**src/rtl/pipeline_pkg.sv**
```systemverilog
// Shared pipeline types: decoded control bundle and ALU opcodes.
// Used by decode, the ID/EX stage register and EX.
package pipeline_pkg;

    localparam logic [4:0] REG_ZERO = 5'd0;

    typedef enum logic [4:0] {
        ALU_ADD  = 5'd0,
        ALU_SUB  = 5'd1,
        ALU_AND  = 5'd2,
        ALU_OR   = 5'd3,
        ALU_XOR  = 5'd4,
        ALU_SLT  = 5'd5,
        ALU_SLL  = 5'd6,
        ALU_SRL  = 5'd7,
        ALU_SRA  = 5'd8,
        ALU_LUI  = 5'd9
    } aluOp_t;

    typedef struct packed {
        aluOp_t aluOp;
        logic   regWrite;
        logic   memRead;
        logic   memWrite;
        logic   memToReg;
    } ctrl_t;

    localparam ctrl_t CTRL_NOP = '0;

endpackage

```
**src/rtl/hazard_detect.sv**
```systemverilog
// Load-use hazard: a load held in ID/EX whose destination a decoding instruction reads.
// Combinational, zero latency; no flow control of its own.
// Register 0 never hazards because it is never written.
module hazard_detect
    import pipeline_pkg::*;
(
    input  logic       exValid,
    input  logic       exMemRead,
    input  logic [4:0] exDestRegister,
    input  logic       idValid,
    input  logic [4:0] idRegisterRs,
    input  logic [4:0] idRegisterRt,
    input  logic       idUsesRt,
    output logic       loadUse
);

    logic rsMatch;
    logic rtMatch;

    assign rsMatch = (exDestRegister == idRegisterRs);
    assign rtMatch = idUsesRt && (exDestRegister == idRegisterRt);

    assign loadUse = exValid && exMemRead && (exDestRegister != REG_ZERO) &&
                     idValid && (rsMatch || rtMatch);

endmodule

```
**src/rtl/idex_stage.sv**
```systemverilog
// ID/EX pipeline register with load-use bubble insertion, WB bypass and stall counting.
// Latency: one cycle from accepting edge to outputs.
// Backpressure: !inExReady holds every output and stalls ID; flush overrides hold.
module idex_stage
    import pipeline_pkg::*;
#(
    parameter int BUS_DATA_WIDTH = 64
) (
    input  logic                      clk,
    input  logic                      reset,
    input  logic                      inValid,
    input  logic [4:0]                inRegisterRs,
    input  logic [4:0]                inRegisterRt,
    input  logic [4:0]                inRegisterRd,
    input  logic                      inUsesRt,
    input  logic [BUS_DATA_WIDTH-1:0] inRsData,
    input  logic [BUS_DATA_WIDTH-1:0] inRtData,
    input  logic [BUS_DATA_WIDTH-1:0] inImm,
    input  ctrl_t                     inCtrl,
    input  logic                      inRegWriteWb,
    input  logic [4:0]                inDestRegisterWb,
    input  logic [BUS_DATA_WIDTH-1:0] inWbData,
    input  logic                      inExReady,
    input  logic                      inFlush,
    output logic                      outValid,
    output logic [4:0]                outRegisterRs,
    output logic [4:0]                outRegisterRt,
    output logic [4:0]                outDestRegisterEx,
    output logic [BUS_DATA_WIDTH-1:0] outRsData,
    output logic [BUS_DATA_WIDTH-1:0] outRtData,
    output logic [BUS_DATA_WIDTH-1:0] outImm,
    output ctrl_t                     outCtrl,
    output logic                      outStallId,
    output logic [31:0]               outStallCount
);

    logic loadUse;
    logic rsBypass;
    logic rtBypass;
    logic insertBubble;

    hazard_detect uHazardDetect (
        .exValid        (outValid),
        .exMemRead      (outCtrl.memRead),
        .exDestRegister (outDestRegisterEx),
        .idValid        (inValid),
        .idRegisterRs   (inRegisterRs),
        .idRegisterRt   (inRegisterRt),
        .idUsesRt       (inUsesRt),
        .loadUse        (loadUse)
    );

    assign outStallId = !inFlush && (!inExReady || loadUse);

    // The register file is written this same edge, so its read data is stale.
    assign rsBypass = inRegWriteWb && (inDestRegisterWb != REG_ZERO) &&
                      (inDestRegisterWb == inRegisterRs);
    assign rtBypass = inRegWriteWb && (inDestRegisterWb != REG_ZERO) &&
                      (inDestRegisterWb == inRegisterRt);

    // Flush wins over hold; an empty decode slot captures as a bubble.
    assign insertBubble = inFlush || (inExReady && (loadUse || !inValid));

    always_ff @(posedge clk) begin
        if (reset) begin
            outValid          <= 1'b0;
            outRegisterRs     <= REG_ZERO;
            outRegisterRt     <= REG_ZERO;
            outDestRegisterEx <= REG_ZERO;
            outRsData         <= '0;
            outRtData         <= '0;
            outImm            <= '0;
            outCtrl           <= CTRL_NOP;
            outStallCount     <= '0;
        end else begin
            if (outStallId && (outStallCount != 32'hFFFF_FFFF)) begin
                outStallCount <= outStallCount + 32'd1;
            end
            if (insertBubble) begin
                outValid          <= 1'b0;
                outRegisterRs     <= REG_ZERO;
                outRegisterRt     <= REG_ZERO;
                outDestRegisterEx <= REG_ZERO;
                outRsData         <= '0;
                outRtData         <= '0;
                outImm            <= '0;
                outCtrl           <= CTRL_NOP;
            end else if (inExReady) begin
                outValid          <= 1'b1;
                outRegisterRs     <= inRegisterRs;
                outRegisterRt     <= inRegisterRt;
                outDestRegisterEx <= inRegisterRd;
                outRsData         <= rsBypass ? inWbData : inRsData;
                outRtData         <= rtBypass ? inWbData : inRtData;
                outImm            <= inImm;
                outCtrl           <= inCtrl;
            end
        end
    end

endmodule

```
**config.mk**
```make
export PLATFORM = sky130hd
export DESIGN_NAME = idex_stage
export DESIGN_NICKNAME = d
export VERILOG_FILES = /design/src/rtl/pipeline_pkg.sv /design/src/rtl/hazard_detect.sv /design/src/rtl/idex_stage.sv
export SDC_FILE = /design/constraint.sdc
export NUM_CORES = 1
export LEC_CHECK = 0
export CAP_MARGIN = 25
export CORE_AREA = 2 2 210 212
export CTS_CLUSTER_DIAMETER = 30
export DETAILED_ROUTE_END_ITERATION = 8
export DIE_AREA = 0 0 212 214
export RECOVER_POWER = 100
export SYNTH_ARGS = -nofsm -noshare
export SYNTH_HDL_FRONTEND = slang
export SYNTH_SLANG_ARGS = --single-unit
```
**constraint.sdc**
```tcl
create_clock -name clk -period 2.8 [get_ports clk]
set_clock_uncertainty 0.05 [all_clocks]
set_input_delay 0.56 -clock clk [delete_from_list [all_inputs] [get_ports clk]]
set_output_delay 0.56 -clock clk [all_outputs]
set_load 0.1 [all_outputs]
```
After elaboration in Yosys (flattened, before gate mapping)
Index checks and enable logic that the tools add are counted.
{ "word_totals": {"register_bits": 249, "output_inout_bits": 250, "wordCells": 42} }
{ "op_classes": {"add_sub_neg": 1, "eq_ne": 5, "mux": 2, "reduce_logical": 21} }
{ "ops": {"columns": ["cell", "n"], "rows": [
  ["$mux 64", 2],
  ["$add 32x1->32 const B", 1],
  ["$ne 32x32->1 const B", 1],
  ["$eq 5x5->1", 4],
  ["$logic_and 1x1->1", 11],
  ["$reduce_bool 5->1", 2],
  ["$logic_or 1x1->1", 4],
  ["$logic_not 1->1", 3],
  ["$reduce_or 2->1", 1]
]} }

Depth between registers and ports, before layout
{ "depth": {"ltp_word": 8, "ltp_mapped": 10} }

By module
From an unflattened synthesis, not the netlist that was laid out.
{ "unflattened": {"hier_cells": 1225, "area_unflattened_um2": 10176.0} }
{ "by_module_without_submodules": {"columns": ["module", "instances", "cells_each", "area_per_inst_um2"], "rows": [
  ["idex_stage", 1, 1208, 10045.9],
  ["hazard_detect", 1, 17, 130.1]
]} }

Worst setup path before layout
No wires, ideal clock.
{ "synth_path": {"path_kind": "register to output", "start": "register outDestRegisterEx[0]", "end": "output outStallId", "arrival_time_ns": 2.627, "required_time_ns": 2.190, "slack_ns": -0.437, "path_stages_with_launch": 7, "cell_sequence": "dfxtp_1 -> or4_1 -> o2111ai_2 -> or2_2 -> o22a_1 -> buf_2 -> inv_1"} }
{ "synth_between": {"elab_chain_len": 6} }
{ "synth_rtl": {"columns": ["element", "line_no", "rtl"], "rows": [
  ["start: declaration", "idex_stage.sv:28", "output logic [4:0] outDestRegisterEx,"],
  ["start signal: assignment", "idex_stage.sv:92", "outDestRegisterEx <= inRegisterRd;"],
  ["$eq 5x5->1 or $reduce_bool 5->1 (tied branches)", "hazard_detect.sv:21, hazard_detect.sv:23", null],
  ["$logic_and 1x1->1 (on tied branches)", "hazard_detect.sv:21, hazard_detect.sv:23", null],
  ["$logic_or 1x1->1 or $logic_and 1x1->1 (tied branches)", "hazard_detect.sv:24, hazard_detect.sv:23", null],
  ["$logic_and 1x1->1 (*)", "hazard_detect.sv:24", "idValid && (rsMatch || rtMatch);"],
  ["$logic_or 1x1->1 (*)", "idex_stage.sv:53", "assign outStallId = !inFlush && (!inExReady || loadUse);"],
  ["$logic_and 1x1->1 (*)", "idex_stage.sv:53", null],
  ["end: declaration", "idex_stage.sv:33", "output logic outStallId,"]
]} }
Every way passes the cells marked *; elsewhere a longest branch is shown, timed or not.

Worst setup path in the final report
Same ends and word-level chain as after synthesis.

==> results.md <==
* Status: finished with violations
* Failing checks: negative setup slack
* Routed vias/inst at 4.49
* Setup TNS Final at -46.0 ps
* Routed via count at 10.5k
* Setup CP Type: reg -> out
* P_int at 0.00992 W
* Post-synth cell types at 50
* Seq/Total Area, Yosys at 46.7%
* CP max-delay cell: or4_4
* Post-DP Area at 0.0165 mm²
* Die Area at 0.0454 mm²
* Area leader, netlist: dfxtp_1
* Drt pass-1 iters at 5
* Initial Utilization at 24.9%
* Pwr Density at 757 mW/mm²
* Yosys warning count at 0
* Hold Path Class: reg -> reg
* Ys async rst share at 0%
* Final nets at 1,976
* Placement Rows at 76
* Finished Layout Cells at 2,329
* Most frequent cell after synthesis: dfxtp_1
* Placed instance count at 2,187
* First-pass GRT wire length at 62.7 mm
* Post-synth EDFFs at 0
* Final Cycle Share at 102%
* Die Y at 214 µm
* Fill count at 4,301
* Largest net degree at the start of global routing at 200
* I/O Buffers at 541
* GPL Wtd Cong at 0.862
* Final Hold Fails at 0
* Total Wirelength at 41.7 mm
* Buf/Inv on CP at 2
* Fmax at 351 MHz
* Wire length per cell at 17.9 µm
* Post-Syn Area per Cell at 9.78 µm²
* Total power at 0.0137 W
* Clock power frac at 59.0%
* Net switching power of the design at 0.00379 W
* Synth Flop Type: dfxtp_1
* Sequential power share at 27.2%
* DR iter-0 viols at 564
* Cell Area, Synth at 0.0107 mm²
* Worst-Skew Late Latency at 570 ps
* Clock sink total at 249
* DRT antenna net count at 0
* HPWL Detailed at 31.1 mm
* Setup violations, final at 1
* Clk root buf: clkbuf_16
* Core Area at 0.0429 mm²
* Setup ws final at -46.0 ps
* Relative slew slack at 15.3%
* CP endpoint kind: output pin
* Register clock-pin slew on the reported worst setup and hold paths at 40 ps
* Post-synthesis instance total at 1,091
* GR Overflow Total at 0
* Die W at 212 µm
* Worst-path cell chain: or4_4, o2111ai_4, or2_4, o22a_4, clkinvlp_4, buf_12
* Critical path's largest stage delay at 540 ps
* Share of cells above drive strength 1 at 16.1%
* Final Slew Violations at 0
* H-tree depth at 3
* Initial antenna violation count at 3
* Critical-path maximum fanout at 2
* Max VDD drop at 0.483 mV
* Inserted Clock Buffers at 74
* Area contributors post-synth: dfxtp_1 (47%), mux2i_1 (20%), a211oi_1 (8.7%)
* RSZ-0062 raised after global routing: true
* Mapped Nets at 1,384
* Placement Setup Slack at -222 ps
* P_leak at 6.68 nW
* Startpoint types: flip-flop
* Worst-Margin Slew at 1280 ps
* Final instance area at 0.0181 mm²
* # DRC at 0
* Req. time, crit path at 2190 ps
* CTS tree: done
* Area delta synth->final at 69.8%
* CP top delay family: simple AND/OR/NAND/NOR gates
* CTS Hold Bufs at 0
* Logic gate share of total power at 13.8%
* Global Route Usage Sum at 18.0%
* Tmin final at 2850 ps
* Number of global-route vias before repair at 10.8k
* Max-cap viol count at 0
* Critical Path AT at 2240 ps
* Sw frac at 27.6%
* Max Root-Sink Buffers at 3
* Top cells by count, synth: dfxtp_1 (249), nor2_1 (230), mux2i_1 (217)
* Top-area cell type share of the netlist area at 46.7%
* # IOs at 542
* Register bit total from synthesis at 249
routing by layer:
layer / wire (µm) / part of all wire, % / vias up / global-route usage, %
met5: 26 / 0.062 / - / 0
met4: 1080 / 2.6 / 4 / 7.58
met3: 3610 / 8.7 / 73 / 6.79
met2: 21000 / 50 / 414 / 31.3
met1: 16000 / 38 / 4829 / 19.4
li1: - / - / 5147 / -
cell type report:
class | count | area (µm²) | area share, %
multi-input cells | 746 | 5250 | 28.9
flip-flops and latches | 249 | 5010 | 27.7
repair buffers | 606 | 4650 | 25.6
clock buffers | 100 | 2090 | 11.5
well taps | 585 | 732 | 4.04
clock inverters | 36 | 364 | 2.01
inverters | 6 | 26.3 | 0.145
diodes | 1 | 2.50 | 0.0138
tightest hold or removal path, stage by stage (launching register included):
cell,delay [ps]
dfxtp_1,300
nor2_1,80
a211oi_1,50
per-stage QoR:
step | hold slack (ps) | utilization, %
6_report | 428 | 42.3
5_1_grt | 446 | 42.3
4_1_cts | 428 | 44.3
3_5_place_dp | 427 | 38.4
3_3_place_gp | 423 | 38.4
2_1_floorplan | 454 | -
path summary, 6_finish.rpt:
kind / start / endpoint / slack (ps) / cells after the start
min reg2reg: outRsData[5] / outRsData[5] / 430 / 2
min: outRsData[5] / outRsData[5] / 430 / 2
max reg2reg: outStallCount[1] / outStallCount[22] / 140 / 7
max: outDestRegisterEx[0] / outStallId / -50 / 6
cell usage in the layout (no fill, tap or decap), types with 12 or more instances in the layout:
cell type,synthesis,final
clkinvlp_4,0,12
dfxtp_1,249,231
clkbuf_16,0,77
clkbuf_1,50,212
buf_12,0,19
nand3_1,14,14
clkbuf_2,0,49
nor2_1,230,230
mux2i_1,217,217
clkdlybuf4s50_1,0,290
buf_4,1,47
a211oi_1,124,124
clkinv_2,0,12
xnor2_1,20,20
dfxtp_2,0,16
or4_1,14,13
a21oi_1,23,23
o31ai_1,12,12
cells by family after synthesis:
kind of cell	count (synthesis)	share of synthesized area, %
compound gates	183	12.5
xor+xnor	24	1.97
fa+ha+maj	1	0.117
buf+inv	96	4.49
flops	249	46.7
mux	221	20.8
simple gates	317	13.5
sequential cells by signal, summed over array words and instances, names as in the netlist:
signal,cells
outImm,64
outRsData,64
outRtData,64
outStallCount,32
outCtrl,9
outDestRegisterEx,5
outRegisterRs,5
outRegisterRt,5
outValid,1
repair_timing:
item,in CTS,in global routing
resized for setup,6,1
pin swaps,4,4
endpoints found under the setup margin,1,1
buffers inserted,4,1
power by group through the flow:
| stage | clock, W | sequential [W] | combinational, W |
|---|---|---|---|
| 6_report | 0.00809 | 0.00372 | 0.00190 |
| 5_1_grt | 0.00851 | 0.00373 | 0.00200 |
| 4_1_cts | 0.00828 | 0.00373 | 0.00200 |
| 3_5_place_dp | 0 | 0.00379 | 0.00199 |
| 3_3_place_gp | 0 | 0.00378 | 0.00198 |
| 2_1_floorplan | 0 | 0.00452 | 0.000455 |
(Power assumes the default switching activity.)
